[src/rtl/turbo_pkg.sv]
`default_nettype none
// ============================================================================
// Module      : turbo_pkg
// Description : Shared types and constants for the turbo encoder datapath:
//               RSC encoder FSM state encoding, default LTE constituent
//               polynomials and block-length field sizing.
// Revision    : 1.0 - initial release
// ============================================================================
package turbo_pkg;

  // Encoder control states
  typedef enum logic [1:0] {
    ST_IDLE = 2'd0,
    ST_DATA = 2'd1,
    ST_TAIL = 2'd2
  } rsc_state_e;

  // LTE constituent code: g0 = 1+D^2+D^3 (feedback), g1 = 1+D+D^3 (feedforward)
  localparam logic [3:0] G0_LTE      = 4'b1101;
  localparam logic [3:0] G1_LTE      = 4'b1011;

  // Block-length field width and the largest block it can describe
  localparam int         K_W_DEFAULT = 13;
  localparam int         BLK_LEN_MAX = (1 << K_W_DEFAULT) - 1;

endpackage
`default_nettype wire

[src/rtl/rsc_trellis_step.sv]
`default_nettype none
// ============================================================================
// Module      : rsc_trellis_step
// Description : One combinational trellis step of a recursive systematic
//               convolutional code. In termination mode the feedback is
//               cancelled so a zero is shifted in and the emitted systematic
//               bit is the cancelling tail bit.
// Ports       : i_s      - current shift register, bit k-1 holds stage s[k]
//               i_u      - information bit (ignored when i_term=1)
//               i_term   - termination step
//               o_a      - value shifted into stage s[1]
//               o_xk     - systematic / tail bit
//               o_zk     - parity bit
//               o_s_next - next shift-register contents
// Revision    : 1.0 - initial release
// ============================================================================
module rsc_trellis_step #(
  parameter int             MEM     = 3,
  parameter logic [MEM:0]   FB_POLY = 4'b1101,
  parameter logic [MEM:0]   FF_POLY = 4'b1011
) (
  input  logic [MEM-1:0] i_s,
  input  logic           i_u,
  input  logic           i_term,
  output logic           o_a,
  output logic           o_xk,
  output logic           o_zk,
  output logic [MEM-1:0] o_s_next
);

  logic w_fb;   // feedback tap sum over s[1..MEM]
  logic w_ff;   // feedforward tap sum over s[1..MEM]
  logic w_a;

  // Polynomial bit k pairs with stage s[k], i.e. i_s[k-1]
  assign w_fb = ^(FB_POLY[MEM:1] & i_s);
  assign w_ff = ^(FF_POLY[MEM:1] & i_s);

  // Tail bit equals the feedback sum, which forces the register input to 0
  assign w_a      = i_term ? 1'b0 : (i_u ^ w_fb);
  assign o_a      = w_a;
  assign o_xk     = i_term ? w_fb : i_u;
  assign o_zk     = (FF_POLY[0] & w_a) ^ w_ff;
  assign o_s_next = {i_s[MEM-2:0], w_a};

endmodule
`default_nettype wire

[src/rtl/rsc_encoder_term.sv]
`default_nettype none
// ============================================================================
// Module      : rsc_encoder_term
// Description : Terminated RSC constituent encoder. Encodes blk_len
//               information bits, then emits MEM tail symbols returning the
//               shift register to zero. Valid/ready on input and output with
//               a single registered output stage.
// Ports       : clk, clr             - clock, synchronous active-high reset
//               start, blk_len       - block start strobe and length (IDLE only)
//               in_valid/in_ready, u - information bit handshake
//               out_valid/out_ready  - output symbol handshake
//               xk, zk, tail, last   - systematic, parity, tail flag, final flag
//               busy                 - block in progress or output pending
// Revision    : 1.0 - initial release
// ============================================================================
module rsc_encoder_term
  import turbo_pkg::*;
#(
  parameter int           MEM     = 3,
  parameter logic [MEM:0] FB_POLY = G0_LTE,
  parameter logic [MEM:0] FF_POLY = G1_LTE,
  parameter int           K_W     = K_W_DEFAULT
) (
  input  logic           clk,
  input  logic           clr,
  input  logic           start,
  input  logic [K_W-1:0] blk_len,
  input  logic           in_valid,
  output logic           in_ready,
  input  logic           u,
  output logic           out_valid,
  input  logic           out_ready,
  output logic           xk,
  output logic           zk,
  output logic           tail,
  output logic           last,
  output logic           busy
);

  localparam logic [K_W-1:0] c_TAIL_LAST = K_W'(MEM - 1);
  localparam logic [K_W-1:0] c_ONE       = K_W'(1);

  rsc_state_e     r_state;
  logic [MEM-1:0] r_s;
  logic [K_W-1:0] r_len;
  logic [K_W-1:0] r_cnt;
  logic           r_out_valid;
  logic           r_xk;
  logic           r_zk;
  logic           r_tail;
  logic           r_last;

  logic           w_adv;
  logic           w_term;
  logic [K_W-1:0] w_cnt_inc;
  logic           w_tail_end;
  logic           w_a;
  logic           w_xk;
  logic           w_zk;
  logic [MEM-1:0] w_s_next;

  // Output register can take a new symbol when empty or being drained
  assign w_adv      = !r_out_valid || out_ready;
  assign w_term     = (r_state == ST_TAIL);
  assign w_cnt_inc  = r_cnt + c_ONE;
  assign w_tail_end = (r_cnt == c_TAIL_LAST);

  rsc_trellis_step #(
    .MEM     (MEM),
    .FB_POLY (FB_POLY),
    .FF_POLY (FF_POLY)
  ) u_step (
    .i_s      (r_s),
    .i_u      (u),
    .i_term   (w_term),
    .o_a      (w_a),
    .o_xk     (w_xk),
    .o_zk     (w_zk),
    .o_s_next (w_s_next)
  );

  always_ff @(posedge clk) begin
    if (clr) begin
      r_state     <= ST_IDLE;
      r_s         <= '0;
      r_len       <= '0;
      r_cnt       <= '0;
      r_out_valid <= 1'b0;
      r_xk        <= 1'b0;
      r_zk        <= 1'b0;
      r_tail      <= 1'b0;
      r_last      <= 1'b0;
    end else begin
      // Consumed symbol leaves the register unless replaced below
      if (out_ready) begin
        r_out_valid <= 1'b0;
      end
      case (r_state)
        ST_IDLE: begin
          if (start && (blk_len != '0)) begin
            r_len   <= blk_len;
            r_s     <= '0;
            r_cnt   <= '0;
            r_state <= ST_DATA;
          end
        end
        ST_DATA: begin
          if (in_valid && w_adv) begin
            r_s         <= w_s_next;
            r_xk        <= w_xk;
            r_zk        <= w_zk;
            r_tail      <= 1'b0;
            r_last      <= 1'b0;
            r_out_valid <= 1'b1;
            if (w_cnt_inc == r_len) begin
              r_cnt   <= '0;
              r_state <= ST_TAIL;
            end else begin
              r_cnt <= w_cnt_inc;
            end
          end
        end
        ST_TAIL: begin
          if (w_adv) begin
            r_s         <= w_s_next;
            r_xk        <= w_xk;
            r_zk        <= w_zk;
            r_tail      <= 1'b1;
            r_last      <= w_tail_end;
            r_out_valid <= 1'b1;
            if (w_tail_end) begin
              r_cnt   <= '0;
              r_state <= ST_IDLE;
            end else begin
              r_cnt <= w_cnt_inc;
            end
          end
        end
        default: begin
          r_state <= ST_IDLE;
        end
      endcase
    end
  end

  assign in_ready  = (r_state == ST_DATA) && w_adv;
  assign out_valid = r_out_valid;
  assign xk        = r_xk;
  assign zk        = r_zk;
  assign tail      = r_tail;
  assign last      = r_last;
  assign busy      = (r_state != ST_IDLE) || r_out_valid;

endmodule
`default_nettype wire
[config.mk]
export PLATFORM = sky130hd
export DESIGN_NAME = rsc_encoder_term
export DESIGN_NICKNAME = d
export VERILOG_FILES = /design/src/rtl/turbo_pkg.sv /design/src/rtl/rsc_trellis_step.sv /design/src/rtl/rsc_encoder_term.sv
export SDC_FILE = /design/constraint.sdc
export NUM_CORES = 1
export LEC_CHECK = 0
export CORE_ASPECT_RATIO = 0.8
export CORE_MARGIN = 2
export CORE_UTILIZATION = 25
export DETAILED_ROUTE_END_ITERATION = 8
export PLACE_DENSITY = 0.5
export REMOVE_ABC_BUFFERS = 1
export SLEW_MARGIN = 40
export SYNTH_ARGS = -nofsm -noshare
export SYNTH_HDL_FRONTEND = slang
export SYNTH_SLANG_ARGS = --single-unit
[constraint.sdc]
create_clock -name clk -period 7.3 [get_ports clk]
set_input_delay 1.46 -clock clk [delete_from_list [all_inputs] [get_ports clk]]
set_output_delay 1.46 -clock clk [all_outputs]
set_load 0.005 [all_outputs]
# After elaboration in Yosys (flattened, before gate mapping)

Index checks and enable logic that the tools add are counted.

Bits in registers: 36
Word-level logic and storage cells: 71
Output and inout bits: 7
Input bits: 19

Equal/unequal tests: 9
Muxes and demuxes: 33
Reduce and logical (&&, ||, !) cells: 17
Bitwise logic cells: 2
Add/sub/neg operators: 1

Operators by type and width:

| kind                                                 | number |
|---|---|
| two-way mux 13 bit                                   | 5 |
| case mux 13 bit (3 select lines)                     | 1 |
| adder 13 x 1 -> 13 bit, second input constant        | 1 |
| equality test 13 bit                                 | 1 |
| equality test 13 x 2 -> 1 bit, second input constant | 1 |
| nonzero test 13 bit                                  | 1 |
| two-way mux 1 bit                                    | 12 |
| two-way mux 2 bit                                    | 5 |
| inequality test 2 bit, second input constant         | 5 |
| case mux 1 bit (2 select lines)                      | 5 |
| two-way mux 3 bit                                    | 3 |
| case mux 3 bit (3 select lines)                      | 1 |
| case mux 2 bit (3 select lines)                      | 1 |
| parity 3 bit                                         | 2 |
| AND reduction 5 bit                                  | 1 |
| AND reduction 4 bit                                  | 1 |
| nonzero test 2 bit                                   | 2 |
| logical AND 1 bit                                    | 3 |
| AND reduction 3 bit                                  | 1 |
| nonzero test 3 bit                                   | 1 |
| equality test 2 x 1 -> 1 bit, second input constant  | 1 |
| equality test 2 bit, second input constant           | 1 |
| logical NOT 2 bit                                    | 1 |
| logical OR 1 bit                                     | 2 |
| other kinds (3)                                      | 4 |

# Logic depth before layout (Yosys ltp)

Depth in word-level cells: 6
Gate-level depth with buffers: 11
Mapped depth without buffers: 9

# Cells and area by module

Synthesis repeated with hierarchy kept, for this count alone.

Cells, all modules: 289
Area total of the unflattened synthesis: 2194.6 µm²

By module, submodules not included:

| module           | cells each | instances | area each (µm²) |
|---|---|---|---|
| rsc_encoder_term | 276        | 1         | 2109.5 |
| rsc_trellis_step | 13         | 1         | 85.1 |

# Worst setup path before layout

OpenSTA, ideal clock, no wires.

Path type: in2out
From: input out_ready
To: output in_ready
Setup slack: 4.070 ns
Stages: 2
Data required time: 5.840 ns
Buffers on the path: 0
Arrival: 1.770 ns
Cell sequence: nand2b_1 and2_1

Cells in the longest elaborated chain, start to end: 2

RTL lines:

| element            | RTL line                | text |
|---|---|---|
| start: declaration | rsc_encoder_term.sv:32  | `input logic out_ready,` |
| logical OR 1 bit   | rsc_encoder_term.sv:63  | `assign w_adv = !r_out_valid \|\| out_ready;` |
| logical AND 1 bit  | rsc_encoder_term.sv:146 | `assign in_ready = (r_state == ST_DATA) && w_adv;` |
| end: declaration   | rsc_encoder_term.sv:29  | `output logic in_ready,` |

Every way passes these cells.

# Worst setup path after layout

Ends and elaborated chain as after synthesis.

==> impl_metrics.sql <==
INSERT INTO impl_metrics (metric_group, metric, value, unit) VALUES
('outcome', 'status', 'completed', ''),
('setup_path', 'timing.critical_path.from_type', 'primary input', ''),
('clocking', 'path_clk_slew', '0.06', 'ns'),
('sta', 'maxSlewViolCount', '0', ''),
('detailed_routing', 'detail_route.vias_per_cell', '4.89', ''),
('setup_path', 'worstSetupPathType', 'in -> out', ''),
('clocking', 'clock_path_buffers', '2', ''),
('clocking', 'htree_levels', '2', ''),
('synthesis', 'synth.avg_cell_area', '7.83', 'µm²'),
('sta', 'post-route-min-period', '4.14', 'ns'),
('detailed_routing', 'vias', '2063', ''),
('global_route', 'via_count_of_the_first_global_routing_pass', '1839', ''),
('setup_path', 'timing.reg2reg.setup_slack', '4.26', 'ns'),
('setup_path', 'critPathLaunch', 'out_ready', ''),
('clocking', 'cts_tree', 'built', ''),
('finish', 'area_growth_syn_to_layout', '20.1', '%'),
('sta', 'timing.clock.skew', '0.00742', 'ns'),
('clocking', 'cts.sinks', '36', ''),
('synthesis', 'syn-cell-area', '2290', 'µm²'),
('detailed_routing', 'antenna_violating_nets_post_route', '0', ''),
('floorplan', 'core_area', '9000', 'µm²'),
('place', 'hpwl_after_detailed_placement', '4.19', 'mm'),
('power_and_ir_drop', 'worst_vdd_ir', '154', 'µV'),
('place', 'post-place-cells', '414', ''),
('setup_path', 'critPathCaptureType', 'output port', ''),
('setup_path', 'crit_path_max_fanout', '3', ''),
('clocking', 'clk_root_buffer_cell', 'sky130_fd_sc_hd__clkbuf_16', ''),
('min_path', 'timing.hold.worst.class', 'reg -> reg', ''),
('finish', 'fin_nets', '331', ''),
('synthesis', 'postSynth.topFlopCell', 'sky130_fd_sc_hd__dfxtp_1', ''),
('clocking', 'cts_hold_buf', '0', ''),
('synthesis', 'synth-async-reset-ratio', '0', ''),
('finish', 'layout.cell_area.non_filler', '2760', 'µm²'),
('finish', 'layoutNonFillerInstCount', '422', ''),
('synthesis', 'synth.lib_cells_used.distinct', '59', ''),
('sta', 'grt_setup_unrepaired', 'false', ''),
('floorplan', 'die_y', '89.7', 'µm'),
('global_route', 'overflow', '0', ''),
('clocking', 'clock_insertion_delay_worst_skew', '0.28', 'ns'),
('sta', 'fmax', '242', 'MHz'),
('detailed_routing', 'detailedRoute.firstIterationViolations', '101', ''),
('global_route', 'grt_antenna_before_repair', '0', ''),
('detailed_routing', 'first_pass_iters', '4', ''),
('global_route', 'grt_pass1_wl', '9.43', 'mm'),
('floorplan', 'io-pin-count', '26', ''),
('setup_path', 'critical_path.reg2reg.startpoint', 'r_cnt[0]', ''),
('detailed_routing', 'drc_errors', '0', ''),
('sta', 'finalCritPeriodShare', '0.567', ''),
('synthesis', 'synth_sequential_area_ratio', '0.314', ''),
('global_route', 'gr-usage-all-layers', '0.119', ''),
('power_and_ir_drop', 'p_per_area', '284', 'nW/µm²'),
('run', 'cap_violations', '0', ''),
('sta', 'setup-violations-final', '0', ''),
('synthesis', 'synth_top_cell_area_share', '0.314', ''),
('place', 'post_dp_cell_area', '2590', 'µm²'),
('place', 'gp_congestion', '0.839', ''),
('finish', 'mostFrequentLayoutCells', 'sky130_fd_sc_hd__nand2_1, sky130_fd_sc_hd__dfxtp_1, sky130_fd_sc_hd__nand3_1', ''),
('min_path', 'hp-start', 'xk', ''),
('finish', 'final_common_cell', 'sky130_fd_sc_hd__nand2_1', ''),
('finish', 'drive_gt1_frac', '0.0977', ''),
('power_and_ir_drop', 'total_power_after_layout', '0.000783', 'W'),
('clocking', 'postCtsSetupBuffers', '0', ''),
('detailed_routing', 'routed_wirelength_normalized_by_instance_count', '13.6', 'µm'),
('synthesis', 'post_synth_main_area_contributors', 'sky130_fd_sc_hd__dfxtp_1, sky130_fd_sc_hd__nand3_1, sky130_fd_sc_hd__nand2_1', ''),
('floorplan', 'fp.dieArea', '9970', 'µm²'),
('floorplan', 'floorplan.initialDensity', '0.255', ''),
('floorplan', 'die_width', '111', 'µm'),
('sta', 'timing_hold_violations_final', '0', ''),
('finish', 'antenna_cells', '0', ''),
('clocking', 'tritoncts.num_buffers', '5', ''),
('sta', 'worstMarginPinSlew', '0.675', 'ns');
## through the flow
step | util | hold slack, ns
6_report | 0.306 | 0.456
5_1_grt | 0.306 | 0.490
4_1_cts | 0.306 | 0.463
3_5_place_dp | 0.288 | 0.455
3_3_place_gp | 0.288 | 0.442
2_1_floorplan | - | 0.439
## final cells by class
type | instances | area [µm²]
clock buffers | 6 | 129
clock inverters | 2 | 35.0
fillers | 987 | 6240
inverters | 9 | 33.8
multi-input cells | 226 | 1420
flip-flops and latches | 36 | 721
well taps | 115 | 144
repair buffers | 28 | 273
## path summary, 6_finish.rpt
path	to	depth (start not counted)
worst min-delay path	xk	2
worst max-delay path	in_ready	4
worst max register to register	r_cnt[2]	9
worst min register to register	xk	2
## report_power, final
part | switching (W) | internal [W]
Clock | 0.0000800 | 0.000161
Combinational | 0.000183 | 0.000116
Sequential | 0.0000225 | 0.000221
## sequential cells by signal, summed over array words and instances (netlist names)
register,cells
r_cnt,13
r_len,13
r_s,3
r_state,2
last,1
out_valid,1
tail,1
xk,1
zk,1
## per-layer routing
| metal | wire, µm | part of all wire | vias up | global-route usage |
|---|---|---|---|---|
| li1 | - | - | 1069 | - |
| met1 | 3170 | 0.55 | 958 | 0.174 |
| met2 | 2360 | 0.41 | 34 | 0.175 |
| met3 | 164 | 0.029 | 2 | 0.0242 |
| met4 | 41 | 0.0071 | 0 | 0.0382 |
| met5 | 0 | 0 | - | 0 |
## cells by family (layout without fill, tap and decap cells)
logic type	after synthesis	after routing	share of synthesized area
and+or+nand+nor	139	139	0.320
AOI/OAI and AO/OA	61	61	0.189
DFF	36	36	0.314
buffers and inverters	31	45	0.0665
xor gates and xnor gates	17	17	0.0649
adders and majority gates	6	6	0.0327
muxes	3	3	0.0131
## critical path, stage by stage
cell and delay [ns]:
sky130_fd_sc_hd__clkdlybuf4s50_1 0.45, sky130_fd_sc_hd__nand2b_1 0.12, sky130_fd_sc_hd__and2_1 0.15, sky130_fd_sc_hd__clkdlybuf4s50_1 0.50
## synth_stat cells, types with 2 or more instances
master                     number
sky130_fd_sc_hd__nand4_1        2
sky130_fd_sc_hd__mux2i_1        3
sky130_fd_sc_hd__clkbuf_1       9
sky130_fd_sc_hd__inv_1          8
sky130_fd_sc_hd__o21ai_0        3
sky130_fd_sc_hd__nand3_2        7
sky130_fd_sc_hd__a21boi_0       2
sky130_fd_sc_hd__nor2b_1        6
sky130_fd_sc_hd__xnor2_1        9
sky130_fd_sc_hd__buf_6          3
sky130_fd_sc_hd__a21oi_1       22
sky130_fd_sc_hd__or3_1          3
sky130_fd_sc_hd__nand2b_1       6
sky130_fd_sc_hd__nor4_1         2
sky130_fd_sc_hd__and4_1         2
sky130_fd_sc_hd__a211o_1        2
sky130_fd_sc_hd__xor2_1         8
sky130_fd_sc_hd__ha_1           6
sky130_fd_sc_hd__o211ai_1       2
sky130_fd_sc_hd__nand2_1       37
sky130_fd_sc_hd__o31a_1         2
sky130_fd_sc_hd__a211oi_1       2
sky130_fd_sc_hd__dfxtp_1       36
sky130_fd_sc_hd__a31oi_1       12
sky130_fd_sc_hd__nor3_1         9
sky130_fd_sc_hd__nand3_1       29
sky130_fd_sc_hd__nor2_1        22
sky130_fd_sc_hd__buf_2          8
No activity file was read; power rests on OpenSTA's default activity.
